File: src/rtl/fetch_decode.sv
// fetch_decode: single-outstanding instruction fetch plus IF/ID register.
// Splits the held instruction into fields and a format-decoded immediate.
module fetch_decode #(
    parameter logic [31:0] RESET_PC = 32'h0000_0000,
    parameter logic [31:0] PC_STEP  = 32'd4
) (
    input  logic        clock,
    input  logic        reset,
    input  logic        stall,
    input  logic        redirect,
    input  logic [31:0] redirect_pc,
    output logic        imem_req,
    output logic [31:0] imem_addr,
    input  logic        imem_gnt,
    input  logic        imem_rvalid,
    input  logic [31:0] imem_rdata,
    output logic        id_valid,
    output logic [31:0] id_pc,
    output logic [31:0] id_instr,
    output logic [6:0]  opcode,
    output logic [4:0]  rd,
    output logic [2:0]  f3,
    output logic [4:0]  rs1,
    output logic [4:0]  rs2,
    output logic [6:0]  f7,
    output logic [31:0] immediate
);
    typedef enum logic {REQ, WAIT} state_t;
    state_t      state_q, state_d;
    logic [31:0] pc_q, pc_d, fpc_q, fpc_d, buf_instr_q, buf_instr_d, buf_pc_q, buf_pc_d;
    logic [31:0] id_pc_q, id_pc_d, id_instr_q, id_instr_d;
    logic        kill_q, kill_d, buf_valid_q, buf_valid_d, id_valid_q, id_valid_d;
    logic        grant, deliver, take;

    assign imem_req  = reset && state_q == REQ && !stall && !buf_valid_q;
    assign imem_addr = pc_q & ~32'd3;
    assign grant     = imem_req && imem_gnt;
    assign deliver   = state_q == WAIT && imem_rvalid;
    assign take      = deliver && !kill_q;

    always_comb begin
        state_d     = grant ? WAIT : deliver ? REQ : state_q;
        pc_d        = grant ? pc_q + PC_STEP : pc_q;
        fpc_d       = grant ? pc_q : fpc_q;
        kill_d      = deliver ? 1'b0 : kill_q;
        buf_valid_d = buf_valid_q;
        buf_instr_d = buf_instr_q;
        buf_pc_d    = buf_pc_q;
        id_valid_d  = id_valid_q;
        id_pc_d     = id_pc_q;
        id_instr_d  = id_instr_q;
        if (take && stall && id_valid_q) begin
            buf_valid_d = 1'b1;
            buf_instr_d = imem_rdata;
            buf_pc_d    = fpc_q;
        end else if (take) begin
            id_valid_d = 1'b1;
            id_instr_d = imem_rdata;
            id_pc_d    = fpc_q;
        end else if (!stall && buf_valid_q) begin
            buf_valid_d = 1'b0;
            id_valid_d  = 1'b1;
            id_instr_d  = buf_instr_q;
            id_pc_d     = buf_pc_q;
        end else if (!stall) begin
            id_valid_d = 1'b0;
        end
        // a redirect racing a response drops it here, so kill is only armed while a reply is still owed
        if (redirect) begin
            id_valid_d  = 1'b0;
            buf_valid_d = 1'b0;
            pc_d        = redirect_pc & ~32'd3;
            kill_d      = (state_q == WAIT && !imem_rvalid) || grant;
        end
    end

    always_ff @(posedge clock or negedge reset) begin
        if (!reset) begin
            state_q     <= REQ;
            pc_q        <= RESET_PC;
            fpc_q       <= '0;
            kill_q      <= 1'b0;
            buf_valid_q <= 1'b0;
            buf_instr_q <= '0;
            buf_pc_q    <= '0;
            id_valid_q  <= 1'b0;
            id_pc_q     <= '0;
            id_instr_q  <= '0;
        end else begin
            state_q     <= state_d;
            pc_q        <= pc_d;
            fpc_q       <= fpc_d;
            kill_q      <= kill_d;
            buf_valid_q <= buf_valid_d;
            buf_instr_q <= buf_instr_d;
            buf_pc_q    <= buf_pc_d;
            id_valid_q  <= id_valid_d;
            id_pc_q     <= id_pc_d;
            id_instr_q  <= id_instr_d;
        end
    end

    assign id_valid = id_valid_q;
    assign id_pc    = id_pc_q;
    assign id_instr = id_valid_q ? id_instr_q : '0;
    assign opcode   = id_instr[6:0];
    assign rd       = id_instr[11:7];
    assign f3       = id_instr[14:12];
    assign rs1      = id_instr[19:15];
    assign rs2      = id_instr[24:20];
    assign f7       = id_instr[31:25];

    always_comb begin
        immediate = (opcode == 7'b0010011 || opcode == 7'b0000011 || opcode == 7'b1100111) ?
                        {{20{id_instr[31]}}, id_instr[31:20]} :
                    opcode == 7'b0100011 ? {{20{id_instr[31]}}, id_instr[31:25], id_instr[11:7]} :
                    opcode == 7'b1100011 ? {{19{id_instr[31]}}, id_instr[31], id_instr[7],
                                            id_instr[30:25], id_instr[11:8], 1'b0} :
                    (opcode == 7'b0110111 || opcode == 7'b0010111) ? {id_instr[31:12], 12'b0} :
                    opcode == 7'b1101111 ? {{11{id_instr[31]}}, id_instr[31], id_instr[19:12],
                                            id_instr[20], id_instr[30:21], 1'b0} : '0;
    end
endmodule

File: config.mk
export PLATFORM = sky130hd
export DESIGN_NAME = fetch_decode
export DESIGN_NICKNAME = d
export VERILOG_FILES = /design/src/rtl/fetch_decode.sv
export SDC_FILE = /design/constraint.sdc
export NUM_CORES = 1
export LEC_CHECK = 0
export CAP_MARGIN = 10
export CORE_ASPECT_RATIO = 0.8
export CORE_UTILIZATION = 49
export DETAILED_ROUTE_END_ITERATION = 7
export PLACE_DENSITY_LB_ADDON = 0.15
export SETUP_SLACK_MARGIN = 0.02
export SLEW_MARGIN = 15
export SYNTH_ARGS = -nofsm -noshare
export SYNTH_HDL_FRONTEND = slang
export SYNTH_SLANG_ARGS = --single-unit
File: constraint.sdc
create_clock -name clock -period 2.6 [get_ports clock]
set_input_delay 0.26 -clock clock [delete_from_list [all_inputs] [get_ports clock]]
set_output_delay 0.26 -clock clock [all_outputs]
set_load 0.1 [all_outputs]
==> flow_summary.json <==
{
  "netlist.area_leader.share_pct": 52.4,
  "required_ns": 2.34,
  "ant_nets": 0,
  "path_class": "flip-flop to output port",
  "grtUsageTotal_pct": 25.2,
  "worstHoldStart": "redirect_pc[6]",
  "ir_drop_uv": 462,
  "crit_end": "immediate[17]",
  "fp.dieW_um": 153,
  "cts_root_buf": "clkbuf_16",
  "area_growth_pct": 38.5,
  "final_layout_size_suffix_gt1_share_pct": 38.2,
  "p_leak_uw": 0.00589,
  "place_area_mm2": 0.0117,
  "synth_area_mm2": 0.00898,
  "yosys.area_share.simple_pct": 12.7,
  "seqPwrFrac_pct": 39.6,
  "synthArstFlopShare_pct": 100,
  "finalHoldViolCount": 0,
  "rsz0062_at_grt": "no",
  "nets": 1097,
  "power.internal_uw": 5940,
  "drv_cap": 0,
  "cp_data_arrival_time_ns": 2.23,
  "fmax_ghz": 0.402,
  "synth.area.top_cells": "dfrtp_1 (52%), mux2_2 (11%), mux2i_1 (7.1%), a21oi_1 (3.8%), nor2_1 (3.3%)",
  "clock_path_buffers": 2,
  "ys_types": 43,
  "dr.first_iter.drc_count": 366,
  "worstSetupStartpointType": "flip-flop",
  "wl_um": 22600,
  "synth_edf_count": 0,
  "hold_slack_ns": 0.379,
  "synth_common_cells": "dfrtp_1 (188), mux2_2 (91), nor2_1 (78)",
  "grt_pass1_wl_um": 36000,
  "setup_viol": 0,
  "grt_max_degree": 143,
  "worstReg2RegStart": "pc_q[16]$_DFFE_PN0P_",
  "cts.sinks": 188,
  "r2r_end": "pc_q[29]$_DFFE_PN0P_",
  "worstMarginPinSlew_ns": 0.795,
  "yosys.area.top_type": "dfrtp_1",
  "skew_ns": 0.00938,
  "status": "finished clean",
  "power_switching_uw": 4150,
  "synthCells": 828,
  "fin_area_mm2": 0.0124,
  "tns_ns": 0,
  "switching_share_pct": 41.1,
  "globalRoute.totalOverflow": 0,
  "yosysSeqAreaShare_pct": 52.4,
  "synth_area_per_cell_um2": 10.8,
  "avgRoutedWirePerCell_um": 17.9,
  "critPathCaptureType": "output port",
  "r2r_setup_slack_ns": 0.50,
  "portBuffers": 225,
  "fp.dieH_um": 123,
  "firstDrtPassIters": 4,
  "p_comb_share_pct": 34.6,
  "clk_latency_ns": 0.42,
  "r2r_cells": 5,
  "slew_viol_final": 0,
  "fin_crit_sh_pct": 95.6,
  "insertedDiodeCount": 0,
  "place_congestion": 0.861,
  "yosys.area_share.adder_pct": 0.139,
  "core_area_mm2": 0.0176,
  "drc_errors": 0,
  "synth_top_family_by_area": "multiplexers",
  "num-fill-cells": 1309,
  "ys_warn_count": 0,
  "htree_levels": 4,
  "path_clk_slew_ns": 0.07,
  "relSlewSlack_pct": 47.0,
  "cts_tree": "yes",
  "dieArea_mm2": 0.0189,
  "synth.mux.area_fraction_pct": 18.6,
  "grt_pass1_vias": 6498,
  "power.density_mw_per_mm2": 811,
  "synth_xor_area_share_pct": 2.73,
  "fin_total_pwr_uw": 10100,
  "hold_class": "primary input to flip-flop",
  "synthFlopType": "dfrtp_1",
  "antenna_found_initial": 0,
  "power.share.clock_pct": 25.9,
  "synth_compound_area_share_pct": 7.83,
  "numCtsBuffers": 17,
  "vias_per_cell": 5.33,
  "num_rows": 43,
  "boundaryPins": 232,
  "crit_path_start": "id_instr_q[4]$_DFFE_PN0P_",
  "ys_ff_latch": 188,
  "crit_fanout": 8,
  "num_vias": 6736,
  "dp_hpwl_um": 15800,
  "yosys.cell_count.top_type": "dfrtp_1",
  "start_util_pct": 50.9,
  "final.min_clock_period_ns": 2.49
}
==> per-layer routing <==
metal	vias to the layer above	part of all wire [%]	global-route usage, %
li1	3222	-	-
met1	3293	46	34.2
met2	205	47	40.3
met3	16	6.2	6.13
met4	0	1.0	7.58
met5	-	0	0
==> critical path, cell delays in order, from the launching register on <==
cell	delay [ns]
dfrtp_1	0.43
and4b_1	0.32
nand2_1	0.09
or2_2	0.33
a21oi_4	0.16
buf_12	0.15
a21o_2	0.14
buf_12	0.18
==> cell families after synthesis <==
group	Yosys count
and+or+nand+nor	231
DFF	188
muxes	155
AOI/OAI and AO/OA	129
buffers and inverters	95
xor gates and xnor gates	28
adders and majority gates	1
other	1
==> how the worst min path moves through the flow <==
stage | to | slack [ns] | depth (start not counted)
floorplan | buf_instr_q[0]$_DFFE_PN0N_ | -0.04 | 0
global placement | id_pc[24]$_DFFE_PN0P_ | 0.45 | 2
detailed placement | id_pc[24]$_DFFE_PN0P_ | 0.45 | 2
CTS | pc_q[6]$_DFFE_PN0P_ | 0.36 | 3
global route | pc_q[5]$_DFFE_PN0P_ | 0.39 | 3
finish | pc_q[6]$_DFFE_PN0P_ | 0.38 | 3
==> power by group through the flow <==
stage                     Clock (uW)  Sequential, uW  Combinational (uW)
after CTS                       2670            3990                3500
after global placement             0            4010                3450
after floorplan                    0            5440                1160
after global routing            2790            4080                3660
final                           2610            3990                3480
after detailed placement           0            4030                3490
==> layout by cell type, fill, tap and decap left out, types with 5 or more instances in the layout <==
cell type and count:
clkdlybuf4s50_1 65, dfrtp_1 186, nand2_1 54, nor2_1 70
inv_1 8, mux2i_1 64, buf_12 42, o21ai_1 7
o21ai_0 26, a21oi_1 66, and4_1 6, o21ai_4 7
clkbuf_16 17, clkinvlp_4 9, xnor2_1 22, nand4_1 9
nor3_1 8, buf_4 145, and2_2 22, mux2_2 91
nor2_4 8, nor4_2 6, xor2_1 6, nand3_1 14
clkbuf_8 5
==> state kept, by name, summed over array words and instances, names as in the netlist <==
name / cells
buf_valid_q: 1
pc_q: 30
id_valid: 1
id_pc: 30
id_instr_q: 32
kill_q: 1
state_q: 1
buf_instr_q: 32
fpc_q: 30
buf_pc_q: 30
==> area by class of cell <==
cell class,count,area (um^2),share of cell area [%]
sequential,188,4710,37.9
clock inverter,9,111,0.896
tap,225,282,2.26
timing repair buffer,256,2610,21.0
multi-input combinational,548,4150,33.4
inverter,15,82.6,0.664
clock buffer,22,484,3.89
==> through the flow <==
stage	worst slack [ns]	util (%)	instances
floorplan	-0.353	-	831
global placement	0.260	66.4	1221
detailed placement	0.265	66.4	1221
CTS	0.0767	70.3	1259
global route	0.00728	70.5	1263
finish	0.113	70.5	1263
==> what timing repair did <==
action,4_1_cts,5_1_grt
setup buffers,6,4
pin swaps,1,0
endpoints found under the hold margin,36,0
endpoints found under the setup margin,19,2
hold buffers,1,0
resized for setup,2,1
(Power assumes the default switching activity.)
